**config.mk**
```make
export PLATFORM = sky130hd
export DESIGN_NAME = bcd_conv_arbiter
export DESIGN_NICKNAME = d
export VERILOG_FILES = /design/src/rtl/bcd_arb_pkg.sv /design/src/rtl/rr_select.sv /design/src/rtl/bcd_conv_arbiter.sv
export SDC_FILE = /design/constraint.sdc
export NUM_CORES = 1
export LEC_CHECK = 0
export BUFFER_PORTS_ARGS = -buffer_cell sky130_fd_sc_hd__buf_2
export CAP_MARGIN = 0
export CORE_UTILIZATION = 43
export DETAILED_ROUTE_END_ITERATION = 8
export MAX_ROUTING_LAYER = met4
export PLACE_DENSITY_LB_ADDON = 0.25
export SLEW_MARGIN = 0
export SYNTH_ARGS = -nofsm -noshare
export SYNTH_HDL_FRONTEND = slang
export SYNTH_SLANG_ARGS = --single-unit
```
**constraint.sdc**
```tcl
create_clock -name clk -period 1.6 [get_ports clk]
set_input_delay 0.32 -clock clk [delete_from_list [all_inputs] [get_ports clk]]
set_output_delay 0.32 -clock clk [all_outputs]
set_load 0.01 [all_outputs]
```
**src/rtl/bcd_arb_pkg.sv**
```systemverilog
// Shared types and defaults for the BCD converter arbiter.
// Holds the one-hot FSM state encoding, default widths and the index-width helper.
package bcd_arb_pkg;

  typedef enum logic [4:0] {
    S_IDLE      = 5'b00001,
    S_START     = 5'b00010,
    S_WAIT_ACK  = 5'b00100,
    S_WAIT_DONE = 5'b01000,
    S_CAPTURE   = 5'b10000
  } state_t;

  localparam int DEF_N_REQ       = 2;
  localparam int DEF_IN_WIDTH    = 32;
  localparam int DEF_BCD_WIDTH   = 32;
  localparam int DEF_ACK_TIMEOUT = 4;

  // Width of a requester index; never narrower than one bit.
  function automatic int idx_width(input int n);
    return (n > 2) ? $clog2(n) : 1;
  endfunction

endpackage

```
**src/rtl/rr_select.sv**
```systemverilog
// Combinational round-robin search: first set request at or above the
// pointer, wrapping around to the lowest index when none is found above it.
module rr_select #(
  parameter int N  = 2,
  parameter int IW = 1
) (
  input  logic [N-1:0]  req,
  input  logic [IW-1:0] ptr,
  output logic [IW-1:0] idx,
  output logic          found
);

  // Two passes: upper segment from the pointer first, then the wrapped lower segment.
  always_comb begin
    idx   = '0;
    found = 1'b0;
    for (int i = 0; i < N; i++) begin
      if (!found && req[i] && (IW'(i) >= ptr)) begin
        idx   = IW'(i);
        found = 1'b1;
      end
    end
    for (int i = 0; i < N; i++) begin
      if (!found && req[i]) begin
        idx   = IW'(i);
        found = 1'b1;
      end
    end
  end

endmodule

```
**src/rtl/bcd_conv_arbiter.sv**
```systemverilog
// Round-robin arbiter sharing one binary-to-BCD converter between N_REQ requesters.
// Keeps one registered BCD result per requester and pulses done on each update.
// Optional feature macro: BCD_ARB_SKIP_UNCHANGED_EN -- when defined, a request whose
// value matches the last converted value for that requester skips the converter.
module bcd_conv_arbiter
  import bcd_arb_pkg::*;
#(
  parameter int N_REQ       = DEF_N_REQ,
  parameter int IN_WIDTH    = DEF_IN_WIDTH,
  parameter int BCD_WIDTH   = DEF_BCD_WIDTH,
  parameter int ACK_TIMEOUT = DEF_ACK_TIMEOUT
) (
  input  logic                            clk,
  input  logic                            reset_n,
  input  logic [N_REQ-1:0]                req,
  input  logic [N_REQ*IN_WIDTH-1:0]       req_value,
  output logic [N_REQ-1:0]                done,
  output logic [N_REQ*BCD_WIDTH-1:0]      bcd_out,
  output logic                            busy,
  output logic [idx_width(N_REQ)-1:0]     grant_idx,
  output logic                            conv_trigger,
  output logic [IN_WIDTH-1:0]             conv_in,
  input  logic                            conv_idle,
  input  logic [BCD_WIDTH-1:0]            conv_bcd
);

  localparam int IDX_W = idx_width(N_REQ);
  localparam int TMO_W = $clog2(ACK_TIMEOUT + 1);

  state_t              state;
  state_t              state_nxt;
  logic [IDX_W-1:0]    rr_ptr;
  logic [IDX_W-1:0]    sel_idx;
  logic                sel_found;
  logic [IN_WIDTH-1:0] sel_value;
  logic [TMO_W-1:0]    tmo_cnt;
  logic                grant_en;
  logic                capture_en;
  logic                sel_unchanged;
  logic                skip_q;

  rr_select #(
    .N  (N_REQ),
    .IW (IDX_W)
  ) u_rr_select (
    .req   (req),
    .ptr   (rr_ptr),
    .idx   (sel_idx),
    .found (sel_found)
  );

  // Pick the binary value slice of the requester the round-robin search selected.
  always_comb begin
    sel_value = '0;
    for (int i = 0; i < N_REQ; i++) begin
      if (sel_idx == IDX_W'(i)) sel_value = req_value[i*IN_WIDTH +: IN_WIDTH];
    end
  end

`ifdef BCD_ARB_SKIP_UNCHANGED_EN
  logic [IN_WIDTH-1:0] last_val [N_REQ];
  logic [N_REQ-1:0]    last_valid;

  // Detect a request for a value this requester already has converted.
  always_comb begin
    sel_unchanged = 1'b0;
    for (int i = 0; i < N_REQ; i++) begin
      if (sel_idx == IDX_W'(i)) sel_unchanged = last_valid[i] && (last_val[i] == sel_value);
    end
  end

  // Remember whether this grant skipped the converter, and record every real conversion.
  always_ff @(posedge clk or negedge reset_n) begin
    if (!reset_n) begin
      skip_q     <= 1'b0;
      last_valid <= '0;
      for (int i = 0; i < N_REQ; i++) last_val[i] <= '0;
    end else begin
      if (grant_en) skip_q <= sel_unchanged;
      if (capture_en && !skip_q) begin
        for (int i = 0; i < N_REQ; i++) begin
          if (grant_idx == IDX_W'(i)) begin
            last_val[i]   <= conv_in;
            last_valid[i] <= 1'b1;
          end
        end
      end
    end
  end
`else
  assign sel_unchanged = 1'b0;
  assign skip_q        = 1'b0;
`endif

  // Next-state logic; grant and capture strobes steer the datapath register block.
  always_comb begin
    state_nxt  = state;
    grant_en   = 1'b0;
    capture_en = 1'b0;
    case (state)
      S_IDLE: begin
        if (sel_found && conv_idle) begin
          grant_en  = 1'b1;
          state_nxt = sel_unchanged ? S_CAPTURE : S_START;
        end
      end
      S_START:     state_nxt = S_WAIT_ACK;
      S_WAIT_ACK: begin
        if (!conv_idle)                              state_nxt = S_WAIT_DONE;
        else if (tmo_cnt == TMO_W'(ACK_TIMEOUT - 1)) state_nxt = S_START;
      end
      S_WAIT_DONE: if (conv_idle) state_nxt = S_CAPTURE;
      S_CAPTURE: begin
        capture_en = 1'b1;
        state_nxt  = S_IDLE;
      end
      default:     state_nxt = S_IDLE;
    endcase
  end

  // State register.
  always_ff @(posedge clk or negedge reset_n) begin
    if (!reset_n) state <= S_IDLE;
    else          state <= state_nxt;
  end

  // Registered outputs, latched request, ack timeout counter and round-robin pointer.
  always_ff @(posedge clk or negedge reset_n) begin
    if (!reset_n) begin
      conv_trigger <= 1'b0;
      conv_in      <= '0;
      done         <= '0;
      bcd_out      <= '0;
      busy         <= 1'b0;
      grant_idx    <= '0;
      rr_ptr       <= '0;
      tmo_cnt      <= '0;
    end else begin
      conv_trigger <= (state_nxt == S_START);
      busy         <= (state_nxt != S_IDLE);
      done         <= '0;
      if (grant_en) begin
        grant_idx <= sel_idx;
        conv_in   <= sel_value;
      end
      if (state == S_WAIT_ACK && conv_idle)
        tmo_cnt <= (tmo_cnt == TMO_W'(ACK_TIMEOUT - 1)) ? '0 : tmo_cnt + TMO_W'(1);
      else
        tmo_cnt <= '0;
      if (capture_en) begin
        rr_ptr <= (grant_idx == IDX_W'(N_REQ - 1)) ? '0 : grant_idx + IDX_W'(1);
        for (int i = 0; i < N_REQ; i++) begin
          if (grant_idx == IDX_W'(i)) begin
            done[i] <= 1'b1;
            if (!skip_q) bcd_out[i*BCD_WIDTH +: BCD_WIDTH] <= conv_bcd;
          end
        end
      end
    end
  end

endmodule

```
==> qor.json, run 1 <==
{
  "hold_path_startpoint": "conv_idle",
  "yosys-top-cells-count": "sky130_fd_sc_hd__dfrtp_1, sky130_fd_sc_hd__mux2_2, sky130_fd_sc_hd__a31oi_1",
  "max_cap_viol_count": 0,
  "synthFlopType": "sky130_fd_sc_hd__dfrtp_1",
  "synth_async_reset_ratio_pct": 100,
  "initial_standard_cell_utilization_of_the_core_pct": 44.2,
  "unrepaired_setup_endpoints_after_global_routing": "true",
  "via_count_of_the_first_global_routing_pass": 3757,
  "detail_route.iter0.violations": 209,
  "hold-path-endpoint": "state[3]",
  "syn_inst": 372,
  "synth_edf_count": 0,
  "timing.setup.tns_ps": 0,
  "grt_max_degree": 66,
  "clock_tree_from_tritoncts": "yes",
  "cts_htree_levels": 3,
  "final_hold_violations": 0,
  "grt_antenna_before_repair": 0,
  "final_cell_count_no_fill": 720,
  "coreArea_mm2": 0.0108,
  "reg2regPathDepth": 5,
  "worstSetupEndpointType": "flip-flop",
  "holdPathStages": 2,
  "yosys.cell_types.count": 32,
  "worst_setup_path_start_kind": "flip-flop",
  "placed_cells_incl_taps": 698,
  "antenna_cells_inserted": 0,
  "hold_path.class": "input port to flip-flop",
  "worst-slew-pin-transition_ps": 505,
  "drv_slew": 0,
  "synth_largest_area_cell": "sky130_fd_sc_hd__dfrtp_1",
  "finalWeightedCongestion": 0.822,
  "drt-vias-per-instance": 5.44,
  "drt_wl_total_um": 12100,
  "crit_fanout": 16,
  "io-pin-count": 202,
  "die_w_um": 108,
  "max_freq_mhz": 636,
  "clock_tree.buffer_depth": 2,
  "mapped_nets": 474,
  "globalRoute.totalOverflow": 0,
  "nets": 677,
  "cts_inserted_buffers": 9,
  "timing.critical_path.required_ps": 1840,
  "cts-root-buf": "sky130_fd_sc_hd__clkbuf_8",
  "drive_gt1_share_pct": 56.2,
  "die-area_mm2": 0.0116,
  "hold_slack_ps": 137,
  "post-dp-hpwl_um": 8190,
  "period_needed_ps": 1570,
  "die_h_um": 108,
  "detail-route-antenna-nets": 0,
  "cp_data_arrival_time_ps": 1820,
  "placement.io_buffers": 201,
  "timing.reg2reg.setup_slack_ps": 30,
  "clkTransAtPathRegs_ps": 100,
  "synthMostInstantiatedCell": "sky130_fd_sc_hd__dfrtp_1",
  "timing_worst_setup_path_type": "flip-flop to flip-flop",
  "report.final.setup_viol": 0,
  "post_synth_main_area_contributors": "sky130_fd_sc_hd__dfrtp_1, sky130_fd_sc_hd__mux2_2, sky130_fd_sc_hd__a31oi_1",
  "syn_avg_cell_area_um2": 12.9,
  "drt_first_pass_iters": 4,
  "tritoncts_num_sinks": 110,
  "insertion_delay_ps": 370,
  "outcome": "completed",
  "row_count": 38,
  "synth.top_cell.area_share_pct": 57.0,
  "grt_usage_pct": 21.2,
  "drt-wirelength-per-cell_um": 16.8,
  "post-route-drc-count": 0,
  "worst_r2r_endpoint": "conv_in[25]",
  "vdd.ir_drop.worst_mv": 0.709,
  "first_pass_grt_wire_length_um": 18700,
  "worst_clock_skew_ps": 10.3,
  "regToRegStartpoint": "state[1]",
  "routed-via-count": 3917,
  "ys_seq_area_share_pct": 57.5,
  "final.period_utilization_pct": 98.3,
  "worst_slew_margin_rel_pct": 66.3,
  "post_synthesis_instance_area_mm2": 0.00479,
  "yosys_warnings": 0,
  "synth-seq-cells": 110,
  "pwr_density_cell_mw_per_mm2": 1210,
  "area_growth_pct": 32.3,
  "leakagePower_nw": 3.08
}
## stage by stage
stage	setup slack [ps]	area (µm²)	utilization, %	power, mW
finish	27.3	6330	58.4	7.64
global route	-5.69	6330	58.4	8.11
CTS	-10.5	6240	57.5	7.63
detailed placement	-2.64	6040	55.7	5.97
global placement	50.7	6040	55.7	5.91
floorplan	13.2	4790	-	4.91
## worst max path at each step
stage / startpoint / slack (ps) / to / cells past startpoint
3_5_place_dp: state[0] / -3 / bcd_out[9] / 4
2_1_floorplan: state[3] / 10 / bcd_out[10] / 5
4_1_cts: state[0] / -10 / bcd_out[13] / 4
3_3_place_gp: state[0] / 50 / bcd_out[31] / 4
5_1_grt: state[1] / -6 / conv_in[14] / 5
6_report: state[1] / 30 / conv_in[25] / 5
## final cells by class
cell class | instances | area (µm²)
Clock buffer | 10 | 128
Clock inverter | 6 | 61.3
Fill cell | 905 | 4510
Inverter | 2 | 7.51
Multi-Input combinational cell | 224 | 1840
Sequential cell | 110 | 2750
Tap cell | 140 | 175
Timing Repair Buffer | 228 | 1370
## cells in the final DEF (no fill, tap or decap), types with 2 or more instances in the layout
master / n
sky130_fd_sc_hd__buf_12: 8
sky130_fd_sc_hd__dfrtp_1: 109
sky130_fd_sc_hd__inv_1: 2
sky130_fd_sc_hd__clkbuf_8: 9
sky130_fd_sc_hd__nand3b_1: 32
sky130_fd_sc_hd__a31oi_2: 10
sky130_fd_sc_hd__o21ai_0: 34
sky130_fd_sc_hd__clkinv_2: 3
sky130_fd_sc_hd__a31oi_1: 55
sky130_fd_sc_hd__o21bai_1: 2
sky130_fd_sc_hd__buf_4: 15
sky130_fd_sc_hd__nor3b_1: 2
sky130_fd_sc_hd__nor2_1: 3
sky130_fd_sc_hd__clkbuf_16: 3
sky130_fd_sc_hd__buf_2: 200
sky130_fd_sc_hd__mux2_2: 64
sky130_fd_sc_hd__nand3_1: 2
## registers in the layout, indices dropped and copies added, names as in the netlist
name,cells
bcd_out,64
conv_in,32
state,5
tmo_cnt,3
done,2
busy,1
conv_trigger,1
grant_idx,1
rr_ptr,1
## kinds of logic after synthesis
family / count (synthesis) / synth area share, %
DFF: 110 / 57.5
AOI/OAI and AO/OA: 103 / 14.0
muxes: 65 / 15.4
and+or+nand+nor: 54 / 8.42
buffers and inverters: 38 / 4.23
xor gates and xnor gates: 1 / 0.183
adders and majority gates: 1 / 0.261
## per-layer routing
metal	up-vias	global-route usage [%]	part of all wire [%]
met5	-	-	0
met4	0	6.65	1.5
met3	19	4.84	8.3
met2	214	33.0	47
met1	1886	27.7	43
li1	1798	-	-
## worst max-delay path, stage by stage, from the launching register on
cell	delay [ps]
sky130_fd_sc_hd__dfrtp_1	400
sky130_fd_sc_hd__buf_4	160
sky130_fd_sc_hd__and4bb_2	330
sky130_fd_sc_hd__and3_4	260
sky130_fd_sc_hd__clkbuf_16	200
sky130_fd_sc_hd__a31oi_2	90
## where the power goes
| group | total, mW | internal, mW | switching, mW |
|---|---|---|---|
| Sequential | 3.61 | 3.30 | 0.311 |
| Clock | 1.66 | 0.724 | 0.936 |
| Combinational | 2.38 | 1.11 | 1.27 |
## repair_timing
action / in CTS / in global routing
pin swaps: 1 / 3
buffers inserted: 0 / 1
setup endpoints to repair: 36 / 64
hold buffers: 1 / 0
gates cloned: 0 / 4
hold endpoints to repair: 31 / 0
gates resized for setup: 2 / 2
Note: power is estimated with default switching activity, not from simulation.
==> run 2: changes to the inputs <==
--- a/config.mk
+++ b/config.mk
@@ -11,6 +11,7 @@
 export DETAILED_ROUTE_END_ITERATION = 8
 export MAX_ROUTING_LAYER = met4
 export PLACE_DENSITY_LB_ADDON = 0.25
+export RECOVER_POWER = 100
 export SLEW_MARGIN = 0
 export SYNTH_ARGS = -nofsm -noshare
 export SYNTH_HDL_FRONTEND = slang
==> qor.json, run 2 (synthesized netlist as in run 1, its figures left out) <==
{
  "worst_clock_skew": {"value": 10.9, "unit": "ps", "change": "+0.658 ps"},
  "outcome": "completed",
  "nets": {"value": 677, "change": "unchanged"},
  "worst-slew-pin-transition": {"value": 940, "unit": "ps", "change": "+435 ps"},
  "reg2regPathDepth": {"value": 5, "change": "unchanged"},
  "insertion_delay": {"value": 370, "unit": "ps", "change": "about the same"},
  "grt_max_degree": {"value": 66, "change": "unchanged"},
  "detail_route.iter0.violations": {"value": 252, "change": "+21%"},
  "layout_commonest_cell": "sky130_fd_sc_hd__buf_2",
  "area_growth_pct": 31.7,
  "worstSetupEndpointType": "flip-flop",
  "final_hold_violations": {"value": 0, "change": "unchanged"},
  "post-dp-hpwl": {"value": 8190, "unit": "µm", "change": "unchanged"},
  "routed-via-count": {"value": 3900, "change": "-0.43%"},
  "worst_slew_margin_rel": {"value": 37.4, "unit": "%", "change": "-29 points"},
  "post-route-drc-count": {"value": 0, "change": "unchanged"},
  "critical_path.n_buffers_inverters": {"value": 2, "change": "unchanged"},
  "leakagePower": {"value": 3.06, "unit": "nW", "change": "-0.43%"},
  "critical_path.endpoint": "conv_in[25]",
  "drive_gt1_share": {"value": 56.0, "unit": "%", "change": "-0.17 points"},
  "crit_fanout": {"value": 16, "change": "unchanged"},
  "finalWeightedCongestion": {"value": 0.822, "change": "unchanged"},
  "number_of_stages_on_the_worst_setup_path": {"value": 5, "change": "unchanged"},
  "cts-root-buf": "sky130_fd_sc_hd__clkbuf_8",
  "cp_slowest_cell": "sky130_fd_sc_hd__dfrtp_1",
  "clock_tree.buffer_depth": {"value": 2, "change": "unchanged"},
  "hold_path.class": "input port to flip-flop",
  "max_freq": {"value": 636, "unit": "MHz", "change": "about the same"},
  "timing.critical_path.required": {"value": 1840, "unit": "ps", "change": "about the same"},
  "clock_tree_from_tritoncts": "yes",
  "timing.setup.tns": {"value": 0, "unit": "ps", "change": "unchanged"},
  "drt_wl_total": {"value": 12100, "unit": "µm", "change": "about the same"},
  "highest_count_cells_in_the_layout_ignoring_fill_and_taps": "sky130_fd_sc_hd__buf_2, sky130_fd_sc_hd__dfrtp_1, sky130_fd_sc_hd__mux2_2",
  "placement.io_buffers": {"value": 201, "change": "unchanged"},
  "fillCellCount": {"value": 916, "change": "+1.2%"},
  "drt-vias-per-instance": {"value": 5.42, "change": "-0.43%"},
  "period_needed": {"value": 1570, "unit": "ps", "change": "-1.38 ps"},
  "worst_setup_path_start_kind": "flip-flop",
  "coreArea": {"value": 0.0108, "unit": "mm²", "change": "unchanged"},
  "final_design_area_no_fill": {"value": 0.00630, "unit": "mm²", "change": "-0.49%"},
  "globalRoute.totalOverflow": {"value": 0, "change": "unchanged"},
  "drt_first_pass_iters": {"value": 4, "change": "unchanged"},
  "cp_data_arrival_time": {"value": 1820, "unit": "ps", "change": "about the same"},
  "critical_path.cell_chain": "buf_4 > and4bb_2 > and3_4 > clkbuf_16 > a31oi_2",
  "final_cell_count_no_fill": {"value": 720, "change": "unchanged"},
  "drt-wirelength-per-cell": {"value": 16.8, "unit": "µm", "change": "about the same"},
  "crit_path_start": "state[1]",
  "detail-route-antenna-nets": {"value": 0, "change": "unchanged"},
  "detailed_place.area": {"value": 0.00604, "unit": "mm²", "change": "unchanged"},
  "cts_inserted_buffers": {"value": 9, "change": "unchanged"},
  "max_cap_viol_count": {"value": 0, "change": "unchanged"},
  "unrepaired_setup_endpoints_after_global_routing": "true",
  "regToRegStartpoint": "state[1]",
  "initial_standard_cell_utilization_of_the_core": {"value": 44.2, "unit": "%", "change": "unchanged"},
  "row_count": {"value": 38, "change": "unchanged"},
  "placed_cells_incl_taps": {"value": 698, "change": "unchanged"},
  "drv_slew": {"value": 0, "change": "unchanged"},
  "worst_r2r_endpoint": "conv_in[25]",
  "reg.largest.list": "bcd_out x64, conv_in x32, state x5",
  "clkTransAtPathRegs": {"value": 100, "unit": "ps", "change": "about the same"},
  "final.period_utilization": {"value": 98.2, "unit": "%", "change": "about the same"},
  "cts_htree_levels": {"value": 3, "change": "unchanged"},
  "first_pass_grt_wire_length": {"value": 18700, "unit": "µm", "change": "unchanged"},
  "die_h": {"value": 108, "unit": "µm", "change": "unchanged"},
  "timing.reg2reg.setup_slack": {"value": 30, "unit": "ps", "change": "about the same"},
  "die_w": {"value": 108, "unit": "µm", "change": "unchanged"},
  "antenna_cells_inserted": {"value": 0, "change": "unchanged"},
  "report.final.setup_viol": {"value": 0, "change": "unchanged"},
  "grt_usage": {"value": 21.2, "unit": "%", "change": "unchanged"},
  "die-area": {"value": 0.0116, "unit": "mm²", "change": "unchanged"},
  "critPathMaxStageDelay": {"value": 400, "unit": "ps", "change": "about the same"},
  "hold_slack": {"value": 139, "unit": "ps", "change": "+1.38 ps"},
  "tritoncts_num_sinks": {"value": 110, "change": "unchanged"},
  "cp_top_family": "simple AND/OR/NAND/NOR gates",
  "via_count_of_the_first_global_routing_pass": {"value": 3757, "change": "unchanged"},
  "pwr_density_cell": {"value": 1210, "unit": "mW/mm²", "change": "+0.26%"},
  "top_register": "bcd_out",
  "io-pin-count": {"value": 202, "change": "unchanged"},
  "flip_flop_count_of_the_largest_register_all_copies_and_words_added": {"value": 64, "change": "unchanged"},
  "grt_antenna_before_repair": {"value": 0, "change": "unchanged"},
  "vdd.ir_drop.worst": {"value": 0.708, "unit": "mV", "change": "about the same"},
  "timing_worst_setup_path_type": "flip-flop to flip-flop"
}
==> run 2: how the worst min path moves through the flow <==
stage	endpoint	depth (start not counted)	slack [ps]	start
floorplan	bcd_out[0]	0	20	reset_n
global placement	bcd_out[14]	1	320	reset_n
detailed placement	bcd_out[20]	1	320	reset_n
CTS	state[3]	2	120	conv_idle
global route	state[3]	2	120	conv_idle
finish	state[3]	2	140	conv_idle
==> run 2: through the flow <==
stage,worst slack [ps],power (mW),utilization (%)
2_1_floorplan,13.2,4.91,-
3_3_place_gp,50.7,5.91,55.7
3_5_place_dp,-2.64,5.97,55.7
4_1_cts,-10.5,7.63,57.5
5_1_grt,-5.69,8.09,58.1
6_report,28.7,7.62,58.1
==> run 2: layout make-up <==
cell class | instances | area (µm²) | area share (%)
Clock buffer | 10 | 128 | 2.02
Clock inverter | 6 | 61.3 | 0.973
Inverter | 2 | 7.51 | 0.119
Multi-Input combinational cell | 224 | 1840 | 29.2
Sequential cell | 110 | 2750 | 43.7
Tap cell | 140 | 175 | 2.78
Timing Repair Buffer | 228 | 1340 | 21.2
==> run 2: where the power goes <==
group | internal, mW | switching [mW] | leakage, nW
combinational | 1.09 | 1.27 | 1.61
clock | 0.724 | 0.935 | 0.0964
sequential | 3.30 | 0.314 | 1.36
==> run 2: layer usage <==
metal  part of all wire (%)  track usage [%]
met3                    7.9             4.84
met5                      0                -
met2                     47             33.0
met1                     43             27.7
met4                    1.4             6.65
==> run 2: repair_timing <==
item / 4_1_cts / 5_1_grt
hold endpoints to repair: 31 / 0
setup buffers: 0 / 1
gates resized for setup: 2 / 2
hold buffers: 1 / 0
pin swaps: 1 / 3
endpoints found under the setup margin: 36 / 64
gates cloned: 0 / 4
==> run 3: changes to the inputs <==
--- a/config.mk
+++ b/config.mk
@@ -15,4 +15,5 @@
 export SLEW_MARGIN = 0
 export SYNTH_ARGS = -nofsm -noshare
 export SYNTH_HDL_FRONTEND = slang
+export SYNTH_HIERARCHICAL = 1
 export SYNTH_SLANG_ARGS = --single-unit
==> qor.json, run 3 <==
{
  "detail-route-antenna-nets": {"value": 0, "change": "unchanged"},
  "coreArea": {"value": 0.0103, "unit": "mm²", "change": "-4.8%"},
  "nets": {"value": 611, "change": "-9.7%"},
  "drt-wirelength-per-cell": {"value": 15.3, "unit": "µm", "change": "-8.5%"},
  "timing.reg2reg.setup_slack": {"value": 3, "unit": "ps", "change": "-30 ps"},
  "area_growth_pct": 31.4,
  "drt-vias-per-instance": {"value": 4.84, "change": "-11%"},
  "clock_power_share": {"value": 21.6, "unit": "%", "change": "-0.2 points"},
  "swShare": {"value": 30.9, "unit": "%", "change": "-2.1 points"},
  "ys_seq_area_share": {"value": 60.1, "unit": "%", "change": "+2.5 points"},
  "internal_power": {"value": 5.00, "unit": "mW", "change": "-2.1%"},
  "max_freq": {"value": 626, "unit": "MHz", "change": "-1.6%"},
  "holdPathStages": {"value": 2, "change": "unchanged"},
  "routed-via-count": {"value": 3145, "change": "-19%"},
  "synth_edf_count": {"value": 0, "change": "unchanged"},
  "yosys.cell_types.count": {"value": 34, "change": "+6.3%"},
  "synth.top_cell.area_share": {"value": 59.5, "unit": "%", "change": "+2.5 points"},
  "period_needed": {"value": 1600, "unit": "ps", "change": "+25.6 ps"},
  "hold_path_startpoint": "conv_idle",
  "cp_data_arrival_time": {"value": 1850, "unit": "ps", "change": "+30 ps"},
  "drt_wl_total": {"value": 9980, "unit": "µm", "change": "-17%"},
  "insertion_delay": {"value": 350, "unit": "ps", "change": "-20 ps"},
  "post-route-drc-count": {"value": 0, "change": "unchanged"},
  "yosys_warnings": {"value": 6, "change": "+6"},
  "clkTransAtPathRegs": {"value": 100, "unit": "ps", "change": "about the same"},
  "grt_max_degree": {"value": 41, "change": "-38%"},
  "switching_power": {"value": 2.24, "unit": "mW", "change": "-11%"},
  "clock_tree_from_tritoncts": "yes",
  "final.period_utilization": {"value": 99.8, "unit": "%", "change": "+1.6 points"},
  "io-pin-count": {"value": 202, "change": "unchanged"},
  "via_count_of_the_first_global_routing_pass": {"value": 3320, "change": "-12%"},
  "post_synth_main_area_contributors": "sky130_fd_sc_hd__dfrtp_1, sky130_fd_sc_hd__mux2_2, sky130_fd_sc_hd__clkbuf_8",
  "cts_inserted_buffers": {"value": 9, "change": "unchanged"},
  "drv_slew": {"value": 0, "change": "unchanged"},
  "post_synthesis_instance_area": {"value": 0.00459, "unit": "mm²", "change": "-4.2%"},
  "hold_path.class": "input port to flip-flop",
  "clock_tree.buffer_depth": {"value": 2, "change": "unchanged"},
  "max_cap_viol_count": {"value": 0, "change": "unchanged"},
  "drt_first_pass_iters": {"value": 4, "change": "unchanged"},
  "globalRoute.totalOverflow": {"value": 0, "change": "unchanged"},
  "finish.utilization": {"value": 58.4, "unit": "%", "change": "+0.21 points"},
  "drive_gt1_share": {"value": 53.3, "unit": "%", "change": "-2.7 points"},
  "synth_largest_area_cell": "sky130_fd_sc_hd__dfrtp_1",
  "cts_htree_levels": {"value": 3, "change": "unchanged"},
  "timing.setup.tns": {"value": 0, "unit": "ps", "change": "unchanged"},
  "leakagePower": {"value": 2.70, "unit": "nW", "change": "-12%"},
  "mapped_nets": {"value": 391, "change": "-18%"},
  "worst_setup_path_start_kind": "flip-flop",
  "die_w": {"value": 105, "unit": "µm", "change": "-2.1%"},
  "synthMostInstantiatedCell": "sky130_fd_sc_hd__mux2_2",
  "yosys-top-cells-count": "sky130_fd_sc_hd__mux2_2, sky130_fd_sc_hd__dfrtp_1, sky130_fd_sc_hd__clkbuf_1, sky130_fd_sc_hd__inv_1",
  "timing_worst_setup_path_type": "flip-flop to flip-flop",
  "reg2regPathDepth": {"value": 4, "change": "-1"},
  "outcome": "completed",
  "tritoncts_num_sinks": {"value": 110, "change": "unchanged"},
  "top_register": "bcd_out",
  "cts-root-buf": "sky130_fd_sc_hd__clkbuf_8",
  "power_frac_seq": {"value": 50.8, "unit": "%", "change": "+3.5 points"},
  "synthFlopType": "sky130_fd_sc_hd__dfrtp_1",
  "die_h": {"value": 105, "unit": "µm", "change": "-2.1%"},
  "antenna_cells_inserted": {"value": 0, "change": "unchanged"},
  "worst_r2r_endpoint": "conv_in[11]",
  "unrepaired_setup_endpoints_after_global_routing": "true",
  "post-layout-total-power": {"value": 7.24, "unit": "mW", "change": "-5.0%"},
  "report.final.setup_viol": {"value": 0, "change": "unchanged"},
  "final_hold_violations": {"value": 0, "change": "unchanged"},
  "reg.largest.list": "bcd_out x64, conv_in x32, state x5",
  "worst-slew-pin-transition": {"value": 574, "unit": "ps", "change": "-366 ps"},
  "row_count": {"value": 37, "change": "-2.6%"},
  "flip_flop_count_of_the_largest_register_all_copies_and_words_added": {"value": 64, "change": "unchanged"},
  "worstSetupEndpointType": "flip-flop",
  "initial_standard_cell_utilization_of_the_core": {"value": 44.4, "unit": "%", "change": "+0.26 points"},
  "placement.io_buffers": {"value": 201, "change": "unchanged"},
  "finalWeightedCongestion": {"value": 0.744, "change": "-9.6%"},
  "pwr_density_cell": {"value": 1200, "unit": "mW/mm²", "change": "-0.65%"},
  "synth-seq-cells": {"value": 110, "change": "unchanged"},
  "grt_usage": {"value": 18.4, "unit": "%", "change": "-2.8 points"},
  "worst_slew_margin_rel": {"value": 61.7, "unit": "%", "change": "+24 points"},
  "grt_antenna_before_repair": {"value": 0, "change": "unchanged"},
  "synth_async_reset_ratio": {"value": 100, "unit": "%", "change": "unchanged"},
  "crit_fanout": {"value": 6, "change": "-10"},
  "die-area": {"value": 0.0111, "unit": "mm²", "change": "-4.1%"},
  "post-dp-hpwl": {"value": 7180, "unit": "µm", "change": "-12%"},
  "combPwrFrac": {"value": 27.7, "unit": "%", "change": "-3.2 points"},
  "timing.critical_path.required": {"value": 1850, "unit": "ps", "change": "about the same"},
  "detail_route.iter0.violations": {"value": 58, "change": "-77%"},
  "highest_count_cells_in_the_layout_ignoring_fill_and_taps": "sky130_fd_sc_hd__mux2_2, sky130_fd_sc_hd__dfrtp_1, sky130_fd_sc_hd__clkbuf_1",
  "hold-path-endpoint": "state[3]",
  "syn_avg_cell_area": {"value": 15.9, "unit": "µm²", "change": "+23%"},
  "vdd.ir_drop.worst": {"value": 0.500, "unit": "mV", "change": "-29%"},
  "first_pass_grt_wire_length": {"value": 15700, "unit": "µm", "change": "-16%"},
  "syn_inst": {"value": 289, "change": "-22%"},
  "hold_slack": {"value": 140, "unit": "ps", "change": "+1.58 ps"},
  "regToRegStartpoint": "state[0]",
  "layout_commonest_cell": "sky130_fd_sc_hd__mux2_2",
  "worst_clock_skew": {"value": 11.5, "unit": "ps", "change": "+0.608 ps"}
}
==> run 3: power groups by stage <==
stage	Clock, mW	Combinational, mW	Sequential [mW]
2_1_floorplan	0	0.833	3.95
4_1_cts	1.62	2.09	3.66
3_5_place_dp	0	2.08	3.72
5_1_grt	1.73	2.17	3.75
6_report	1.56	2.00	3.68
3_3_place_gp	0	2.02	3.70
==> run 3: repair_timing <==
action | in CTS | in global routing
buffers inserted | 0 | 2
setup endpoints to repair | 0 | 94
gates resized for setup | 0 | 1
hold buffers | 1 | 0
hold endpoints to repair | 20 | 0
==> run 3: layout make-up <==
type | count | area, µm²
timing repair buffer | 222 | 1180
clock buffer | 11 | 141
sequential | 110 | 2750
tap | 136 | 170
clock inverter | 5 | 40.0
multi-input combinational | 162 | 1730
inverter | 4 | 15.0
fill | 887 | 4300
==> run 3: cell families (layout without fill, tap and decap cells) <==
kind of cell / Yosys count / after routing / synth area share, %
AOI/OAI and AO/OA: 8 / 8 / 1.20
buffers and inverters: 17 / 242 / 2.73
xor gates and xnor gates: 1 / 1 / 0.191
DFF: 110 / 110 / 60.1
adders and majority gates: 1 / 1 / 0.273
muxes: 129 / 129 / 31.7
and+or+nand+nor: 23 / 23 / 3.87
==> run 3: metal layers <==
metal / GRT usage [%] / share of wire, % / up-vias / routed length [µm]
li1: - / - / 1464 / -
met1: 21.9 / 42 / 1533 / 4190
met2: 30.7 / 50 / 140 / 4960
met3: 5.63 / 7.4 / 8 / 742
met4: 4.53 / 0.84 / 0 / 84
met5: - / 0 / - / 0
==> run 3: worst max path at each step <==
stage | from | cells after the start | slack [ps] | to
after CTS | state[1] | 4 | 8 | bcd_out[0]
after global placement | req[0] | 6 | -70 | conv_in[20]
after global routing | state[1] | 4 | -50 | bcd_out[0]
after detailed placement | req[0] | 6 | -100 | conv_in[16]
final | state[0] | 4 | 3 | conv_in[11]
after floorplan | req[0] | 5 | 30 | conv_in[25]
==> run 3: per-stage QoR <==
step	instance area [µm²]	std cells	setup slack (ps)
final	6020	650	3.04
after global routing	6020	650	-53.2
after CTS	6050	643	8.04
after detailed placement	5860	626	-96.2
after global placement	5860	626	-69.4
after floorplan	4600	289	26.9
==> run 3: critical path, cell delays in order (launching register included) <==
cell and delay, ps:
sky130_fd_sc_hd__dfstp_2 610, sky130_fd_sc_hd__and4bb_2 270, sky130_fd_sc_hd__nand3_4 140, sky130_fd_sc_hd__clkbuf_16 200
sky130_fd_sc_hd__mux2_2 270
